## config.mk

```make
export PLATFORM = sky130hd
export DESIGN_NAME = tc_scan_scheduler
export DESIGN_NICKNAME = d
export VERILOG_FILES = /design/src/rtl/tc_scan_scheduler.sv
export SDC_FILE = /design/constraint.sdc
export NUM_CORES = 1
export LEC_CHECK = 0
export BUFFER_PORTS_ARGS = -buffer_cell sky130_fd_sc_hd__buf_2
export CAP_MARGIN = 40
export CORE_AREA = 5 5 86 88
export DETAILED_ROUTE_END_ITERATION = 10
export DIE_AREA = 0 0 91 93
export PLACE_DENSITY = 0.76
export SLEW_MARGIN = 20
export SYNTH_ARGS = -nofsm -noshare
export SYNTH_HDL_FRONTEND = slang
export SYNTH_SLANG_ARGS = --single-unit
```

## constraint.sdc

```tcl
create_clock -name clk -period 1.93 [get_ports clk]
set_clock_uncertainty 0.1 [all_clocks]
set_input_delay 0 -clock clk [delete_from_list [all_inputs] [get_ports clk]]
set_output_delay 0 -clock clk [all_outputs]
set_load 0.005 [all_outputs]
```

## src/rtl/tc_scan_scheduler.sv

```systemverilog
// tc_scan_scheduler: round-robin scan of NCH MAX31855-style converters over one shared SPI master.
// Build option: define TC_FAULT_SKIP_EN to skip channels whose fault_sticky bit is set.
module tc_scan_scheduler #(
  parameter int NCH = 4,
  parameter int CLK_FREQ = 200,
  parameter int STARTUP_UNITS = 3,
  parameter int GAP_UNITS = 1
) (
  input  logic                     clk,
  input  logic                     rst_n,
  input  logic [NCH-1:0]           ch_enable,
  input  logic                     fault_clr,
  input  logic                     spi_not_busy,
  input  logic [31:0]              spi_rx_data,
  output logic                     spi_ena,
  output logic [NCH-1:0]           spi_cs_n,
  output logic                     res_valid,
  output logic [$clog2(NCH)-1:0]   res_ch,
  output logic [13:0]              res_tc_temp,
  output logic [11:0]              res_jn_temp,
  output logic [3:0]               res_fault,
  output logic [NCH-1:0]           fault_sticky,
  output logic                     scan_done
);
  localparam int STARTUP = CLK_FREQ * STARTUP_UNITS;
  localparam int GAP = CLK_FREQ * GAP_UNITS;
  localparam int CW = $clog2((STARTUP > GAP ? STARTUP : GAP) + 1);
  localparam int CHW = $clog2(NCH);

  typedef enum logic [2:0] {ST_STARTUP, ST_PICK, ST_REQ, ST_BUSY, ST_GAP} state_t;

  state_t           state, state_n;
  logic [CW-1:0]    cnt, cnt_n;
  logic [CHW-1:0]   ptr, ptr_n, cur_ch, cur_n, off, pick;
  logic [CHW:0]     sum;
  logic [NCH-1:0]   en_q, en_n, cand, skip, cs_nx;
  logic [2*NCH-1:0] rot;
  logic             ena_n, cap, found, later;

`ifdef TC_FAULT_SKIP_EN
  assign skip = fault_sticky;
`else
  assign skip = '0;
`endif

  // Rotate the candidate mask so the pointer sits at bit 0; the lowest set bit is the next channel.
  always_comb begin
    cand = ch_enable & ~skip;
    rot = {cand, cand} >> ptr;
    found = 1'b0;
    off = '0;
    later = 1'b0;
    for (int i = NCH - 1; i >= 0; i--)
      if (rot[i]) begin
        found = 1'b1;
        off = CHW'(i);
      end
    for (int i = 0; i < NCH; i++)
      if (i > int'(cur_ch) && en_q[i] && !skip[i]) later = 1'b1;
    sum = {1'b0, ptr} + {1'b0, off};
    pick = (sum >= (CHW+1)'(NCH)) ? CHW'(sum - (CHW+1)'(NCH)) : CHW'(sum);
  end

  always_comb begin
    state_n = state;
    cnt_n = cnt;
    ptr_n = ptr;
    cur_n = cur_ch;
    en_n = en_q;
    ena_n = spi_ena;
    cs_nx = spi_cs_n;
    cap = 1'b0;
    case (state)
      ST_STARTUP: begin
        cnt_n = (cnt == CW'(STARTUP - 1)) ? '0 : cnt + 1'b1;
        state_n = (cnt == CW'(STARTUP - 1)) ? ST_PICK : ST_STARTUP;
      end
      ST_PICK: if (found) begin
        state_n = ST_REQ;
        cur_n = pick;
        en_n = ch_enable;
        cs_nx = ~(NCH'(1) << pick);
      end
      ST_REQ: begin
        ena_n = spi_not_busy;
        state_n = spi_not_busy ? ST_REQ : ST_BUSY;
      end
      ST_BUSY: if (spi_not_busy) begin
        cap = 1'b1;
        cs_nx = '1;
        ptr_n = (cur_ch == CHW'(NCH - 1)) ? '0 : cur_ch + 1'b1;
        cnt_n = '0;
        state_n = ST_GAP;
      end
      ST_GAP: begin
        cnt_n = (cnt == CW'(GAP - 1)) ? '0 : cnt + 1'b1;
        state_n = (cnt == CW'(GAP - 1)) ? ST_PICK : ST_GAP;
      end
      default: begin
        state_n = ST_PICK;
        cnt_n = '0;
        ena_n = 1'b0;
        cs_nx = '1;
      end
    endcase
  end

  always_ff @(posedge clk or negedge rst_n) begin
    if (!rst_n) begin
      state <= ST_STARTUP;
      cnt <= '0;
      ptr <= '0;
      cur_ch <= '0;
      en_q <= '0;
      spi_ena <= 1'b0;
      spi_cs_n <= '1;
      res_valid <= 1'b0;
      res_ch <= '0;
      res_tc_temp <= '0;
      res_jn_temp <= '0;
      res_fault <= '0;
      fault_sticky <= '0;
      scan_done <= 1'b0;
    end else begin
      state <= state_n;
      cnt <= cnt_n;
      ptr <= ptr_n;
      cur_ch <= cur_n;
      en_q <= en_n;
      spi_ena <= ena_n;
      spi_cs_n <= cs_nx;
      res_valid <= cap;
      scan_done <= cap & ~later;
      fault_sticky <= (fault_clr ? '0 : fault_sticky) | ((cap && spi_rx_data[16]) ? (NCH'(1) << cur_ch) : '0);
      if (cap) begin
        res_ch <= cur_ch;
        res_tc_temp <= spi_rx_data[31:18];
        res_jn_temp <= spi_rx_data[15:4];
        res_fault <= {spi_rx_data[16], spi_rx_data[2:0]};
      end
    end
  end
endmodule

```

==> impl_metrics.tcl, run 1 <==
set metrics [dict create \
    fin_area_um2 4150 \
    outcome "completed" \
    ys.warnings.count 0 \
    post-route-min-period_ns 1.86 \
    rows 30 \
    drt-pass1-iter-count 4 \
    tritoncts "yes" \
    grt_max_degree 54 \
    period_share_pct 96.2 \
    setup_ws_ns 0.0728 \
    start_kind "flip-flop" \
    grt_util_all_layers_pct 18.6 \
    io_buffer_count 80 \
    synth.avg_cell_area_um2 9.06 \
    grt_pass1_vias 2791 \
    vias 2739 \
    max_stage_delay_ns 0.51 \
    post_drt_wl_per_cell_um 14.4 \
    synthFlopType "dfrtp_1" \
    drtIter0Drc 140 \
    power_density_nw_per_um2 1370 \
    cap_violations 0 \
    fin_hold_ws_ns 0.149 \
    maxSlewViolCount 0 \
    synth-simple-area-share_pct 26.8 \
    clock_latency_ns 0.34 \
    die_area_um2 8460 \
    crit_start "cnt[4]" \
    grt_overflow 0 \
    finalHoldViolCount 0 \
    cp_slowest_cell "or4_1" \
    fin_nets 501 \
    tightest_slew_ns 0.396 \
    wirelength_um 7770 \
    drive_above_1_share_pct 30.2 \
    critPathMaxFanout 7 \
    place.gp.congestion 0.847 \
    p_leak_nw 2.12 \
    path_clk_slew_ns 0.07 \
    hp-class "in2async" \
    area.growth.synth_to_final_pct 41.5 \
    start_util_pct 44.7 \
    synth_compound_area_share_pct 11.0 \
    hpwl_um 4870 \
    r2r_cells 5 \
    io_pins 83 \
    diodes 0 \
    crit_arrival_ns 2.02 \
    die_height_um 93 \
    relSlewSlack_pct 73.2 \
    synth-edff-count 0 \
    synth_top_family_by_area "simple AND/OR/NAND/NOR gates" \
    syn-cell-area_um2 2930 \
    timing.rr.start "cnt[4]" \
    synth_seq_area_share_pct 53.9 \
    setup_viol 0 \
    synth_cell_types 47 \
    ys_ff_latch 63 \
    synth_xor_area_share_pct 0.597 \
    cts_max_level 3 \
    drc_errors 0 \
    synthAdderAreaFrac_pct 2.56 \
    antenna_found_initial 0 \
    crit_required_ns 2.09 \
    critPathKind "reg2reg" \
    grt_pass1_wl_um 12600 \
    rsz0062_at_grt "true" \
    clock_path_buffers 2 \
    mappedNetlistNets 370 \
    clockRootBuffer "clkbuf_8" \
    placed_area_um2 3500 \
    crit_cells 5 \
    fp.dieW_um 91 \
    numCtsBuffers 9 \
    ir_drop_mv 0.801 \
    synth_mux_area_share_pct 0.682 \
    crit_chain "and4bb_1 > o2111a_1 > nand2b_4 > or4_1 > o211ai_1" \
    endpoint_kind "flip-flop" \
    core_area_um2 6570 \
    pre_cts_slack_ns -0.0358 \
    fin_util_pct 63.2 \
    clock-sinks 63 \
    drt-vias-per-instance 5.07 \
    cp_top_family "simple AND/OR/NAND/NOR gates" \
    postRouteAntennaNets 0 \
    fmax_mhz 538 \
    synthCells 324 \
    fill_cells 526 \
    async_reset_ff_share_pct 100 \
    cp_num_buf_inv 0 \
]
metrics by stage:
step | power, mW | std cells | setup TNS [ns]
final | 5.68 | 540 | 0
after CTS | 5.57 | 537 | 0
after global routing | 6.10 | 540 | -0.0908
after detailed placement | 4.33 | 484 | -0.0647
after global placement | 4.25 | 484 | 0
after floorplan | 3.46 | 324 | 0
layout make-up:
cell class / count / area [um2] / area share (%)
flip-flops and latches: 63 / 1580 / 38.1
multi-input cells: 234 / 1280 / 30.9
repair buffers: 136 / 951 / 22.9
clock buffers: 12 / 145 / 3.50
well taps: 80 / 100 / 2.41
clock inverters: 4 / 45.0 / 1.08
inverters: 11 / 45.0 / 1.08
power by group:
part / internal (mW) / switching (mW) / leakage, nW
registers: 1.84 / 0.325 / 0.805
clock network: 0.626 / 0.497 / 0.100
logic: 1.10 / 1.29 / 1.21
synthesized netlist by cell type, types with 3 or more instances:
master    count  share of area (%)
nand2_1     125                 16
dfrtp_1      59                 50
nor2_1       15                1.9
o21ai_0      15                2.6
nand3_1      14                2.4
clkbuf_1     10                1.3
inv_1        10                1.3
a21oi_1       6                1.0
ha_1          6                2.6
dfstp_2       4                3.6
nand2b_1      4               0.85
a22o_1        3               0.90
and3_1        3               0.64
buf_6         3                1.2
nor3_1        3               0.51
o311ai_0      3               0.90
per-layer routing:
layer	GRT usage [%]	up-vias	wire length, um
li1	-	1343	-
met5	0	-	0
met1	21.6	1292	3160
met2	30.8	86	3960
met4	9.41	0	223
met3	6.19	18	428
cells by family after synthesis:
group	count (synthesis)
AND/OR/NAND/NOR	178
flip-flops	63
adder cells (fa/ha/maj)	6
XOR/XNOR	2
AO/OA/AOI/OAI	46
multiplexers	2
buffers and inverters	27
layout by cell type (no fill, tap or decap), drive strengths merged, types with 2 or more instances in the layout:
cell | netlist | routed
o21ai | 15 | 15
inv | 10 | 10
nor4b | 2 | 2
o22a | 2 | 2
dfstp | 4 | 4
o221ai | 2 | 2
or2 | 2 | 2
nor3 | 4 | 4
nand3 | 14 | 14
dfrtp | 59 | 59
ha | 6 | 6
dlygate4sd3 | 0 | 37
o22ai | 2 | 2
and3 | 3 | 3
a22o | 3 | 3
or4 | 3 | 3
nand2 | 125 | 125
nor2 | 15 | 15
buf | 6 | 99
o311ai | 3 | 3
nand2b | 5 | 5
xnor2 | 2 | 2
o21bai | 2 | 2
mux2i | 2 | 2
o211ai | 2 | 2
clkinv | 1 | 3
a21oi | 6 | 6
clkbuf | 10 | 12
and4bb | 2 | 2
path summary, 6_finish.rpt:
path                                to  slack [ns]
max reg2reg                     cnt[9]        0.07
min in group clk              state[0]        0.17
min reg2reg                  scan_done        0.36
max in group asynchronous      spi_ena        0.85
min                        spi_cs_n[1]        0.15
max                             cnt[9]        0.07
what timing repair did:
action	CTS	global route
hold buffers	37	0
hold endpoints to repair	102	0
buffers inserted	0	3
pin swaps	0	3
setup endpoints to repair	5	11
resized for setup	2	13
worst register-to-register path, delay by kind of cell (launching register included):
family	cells	cell delay [ns]
and+or+nand+nor	3	0.89
AOI/OAI and AO/OA	2	0.36
DFF	1	0.41
sequential cells by signal, indices dropped and copies added, names as in the netlist:
| name | count |
|---|---|
| spi_cs_n | 4 |
| res_jn_temp | 12 |
| scan_done | 1 |
| res_valid | 1 |
| res_tc_temp | 14 |
| cur_ch | 2 |
| state | 3 |
| res_fault | 4 |
| cnt | 10 |
| ptr | 2 |
| en_q | 3 |
| fault_sticky | 4 |
| res_ch | 2 |
| spi_ena | 1 |
No activity file was read; power rests on OpenSTA's default activity.
==> run 2, diff against run 1 <==
--- a/config.mk
+++ b/config.mk
@@ -7,10 +7,12 @@
 export LEC_CHECK = 0
 export BUFFER_PORTS_ARGS = -buffer_cell sky130_fd_sc_hd__buf_2
 export CAP_MARGIN = 40
-export CORE_AREA = 5 5 86 88
+export CELL_PAD_IN_SITES_DETAIL_PLACEMENT = 1
+export CELL_PAD_IN_SITES_GLOBAL_PLACEMENT = 2
+export CORE_AREA = 5 5 111 113
 export DETAILED_ROUTE_END_ITERATION = 10
-export DIE_AREA = 0 0 91 93
-export PLACE_DENSITY = 0.76
+export DIE_AREA = 0 0 116 118
+export PLACE_DENSITY = 0.75
 export SLEW_MARGIN = 20
 export SYNTH_ARGS = -nofsm -noshare
 export SYNTH_HDL_FRONTEND = slang
==> run 2 against run 1 <==
Compared with the run above: design area up 3.3%; first-iteration DRC count down 18%; combinational power up 3%; flip-flop and latch count unchanged; setup slack worse by 0.046 ns; critical path depth up 2; critical path type is now in2reg; largest cell class unchanged; largest power group unchanged.
==> impl_metrics.tcl, run 2 (synthesized netlist as in run 1, its figures left out) <==
set metrics [dict create \
    grt_overflow 0 \
    place.gp.congestion 0.764 \
    io_pins 83 \
    cts_max_level 3 \
    period_share_pct 98.6 \
    pwr-share-clk_pct 24.0 \
    relSlewSlack_pct 61.6 \
    p_sw_mw 2.25 \
    tightest_slew_ns 0.577 \
    finalPower_mw 6.11 \
    clockRootBuffer "clkbuf_16" \
    die_height_um 118 \
    fmax_mhz 526 \
    pwr-share-seq_pct 35.8 \
    start_util_pct 26.1 \
    area.growth.synth_to_final_pct 46.2 \
    hpwl_um 6030 \
    ir_drop_mv 0.524 \
    clock-sinks 63 \
    path_clk_slew_ns 0.06 \
    finalHoldViolCount 0 \
    core_area_um2 11200 \
    cp_num_buf_inv 2 \
    placed_area_um2 3610 \
    grt_pass1_wl_um 14800 \
    drc_errors 0 \
    grt_max_degree 31 \
    internal_power_mw 3.86 \
    drive_above_1_share_pct 30.5 \
    drt-vias-per-instance 4.52 \
    max_stage_delay_ns 0.56 \
    diodes 0 \
    outcome "completed" \
    crit_arrival_ns 2.08 \
    critPathMaxFanout 9 \
    power_density_nw_per_um2 1420 \
    rows 39 \
    cap_violations 0 \
    grt_pass1_vias 2993 \
    r2r_cells 8 \
    place_inst 554 \
    final_common_cell "nand2_1" \
    critPathKind "in2reg" \
    die_area_um2 13700 \
    reg.largest.list "res_tc_temp x14, res_jn_temp x12, cnt x10" \
    clock_latency_ns 0.33 \
    wirelength_um 8790 \
    grt_util_all_layers_pct 13.7 \
    rsz0062_at_grt "true" \
    start_kind "input port" \
    io_buffer_count 80 \
    fp.dieW_um 116 \
    largest_register_ffs 14 \
    fin_nets 507 \
    crit_cells 7 \
    fin_area_um2 4290 \
    final_cell_mix "nand2_1, buf_2, dfrtp_1" \
    final_cells 609 \
    drt-pass1-iter-count 4 \
    antenna_found_initial 0 \
    tns_ns 0 \
    crit_chain "dlygate4sd3_1 > buf_2 > or4_4 > and3b_4 > a211o_4 > nand3_1 > o22a_2" \
    setup_viol 0 \
    post_drt_wl_per_cell_um 14.4 \
    endpoint_kind "flip-flop" \
    numCtsBuffers 9 \
    cp_slowest_cell "or4_4" \
    clock_path_buffers 2 \
    p_sw_share_pct 36.8 \
    seqCellArea_um2 1580 \
    postRouteAntennaNets 0 \
    power_frac_comb_pct 40.2 \
    vias 2751 \
    fin_hold_ws_ns 0.104 \
    crit_required_ns 2.10 \
    tritoncts "yes" \
    maxSlewViolCount 0 \
    largest_register "res_tc_temp" \
    post-route-min-period_ns 1.90 \
    multi_input_area_um2 1250 \
    cp_top_family "simple AND/OR/NAND/NOR gates" \
    p_leak_nw 2.15 \
    fill_cells 1332 \
    drtIter0Drc 115 \
    hp-class "in2async" \
]
run 2: worst register-to-register path, cell delays in order (launching register included):
cell	delay, ns
dfrtp_1	0.42
nand2b_1	0.13
o22ai_1	0.08
o21ai_1	0.15
o221ai_1	0.13
ha_2	0.36
buf_4	0.12
nand3_1	0.09
o22a_2	0.22
run 2: worst paths after layout:
path / slack [ns] / end / from
worst max-delay path: 0.03 / spi_cs_n[3] / ch_enable[1]
worst min-delay path: 0.10 / cnt[8] / rst_n
worst max register to register: 0.06 / spi_cs_n[3] / ptr[0]
worst min register to register: 0.36 / scan_done / en_q[2]
max in group asynchronous: 0.96 / spi_cs_n[1] / rst_n
min in group clk: 0.19 / state[0] / ch_enable[0]
run 2: repair_timing:
action | in CTS | in global routing
pin swaps | 1 | 3
buffers inserted | 1 | 2
hold buffers | 36 | 0
resized for setup | 2 | 10
endpoints found under the hold margin | 59 | 0
endpoints found under the setup margin | 5 | 8
run 2: area by class of cell:
type	instances	share of cell area [%]
clock buffer	10	5.34
clock inverter	6	0.875
inverter	11	0.962
multi-input combinational	234	29.1
sequential	63	36.9
tap	143	4.17
timing repair buffer	142	22.6
run 2: per-stage QoR:
step | utilization, % | setup slack, ns
CTS | 37.8 | 0.00574
global route | 38.2 | -0.0660
global placement | 32.2 | -0.0138
finish | 38.2 | 0.0271
floorplan | - | 0.0105
detailed placement | 32.2 | -0.122
run 2: power by group through the flow:
stage,Sequential (mW),Clock (mW),Combinational [mW]
floorplan,2.15,0,1.31
global placement,2.18,0,2.24
detailed placement,2.19,0,2.29
CTS,2.19,1.50,2.41
global route,2.26,1.58,2.76
finish,2.18,1.47,2.46
run 2: per-layer routing:
| layer | up-vias | track usage [%] | wire length, um |
|---|---|---|---|
| li1 | 1356 | - | - |
| met1 | 1341 | 16.4 | 3690 |
| met2 | 43 | 23.5 | 4660 |
| met3 | 11 | 2.62 | 273 |
| met4 | 0 | 5.66 | 164 |
| met5 | - | 0 | 0 |
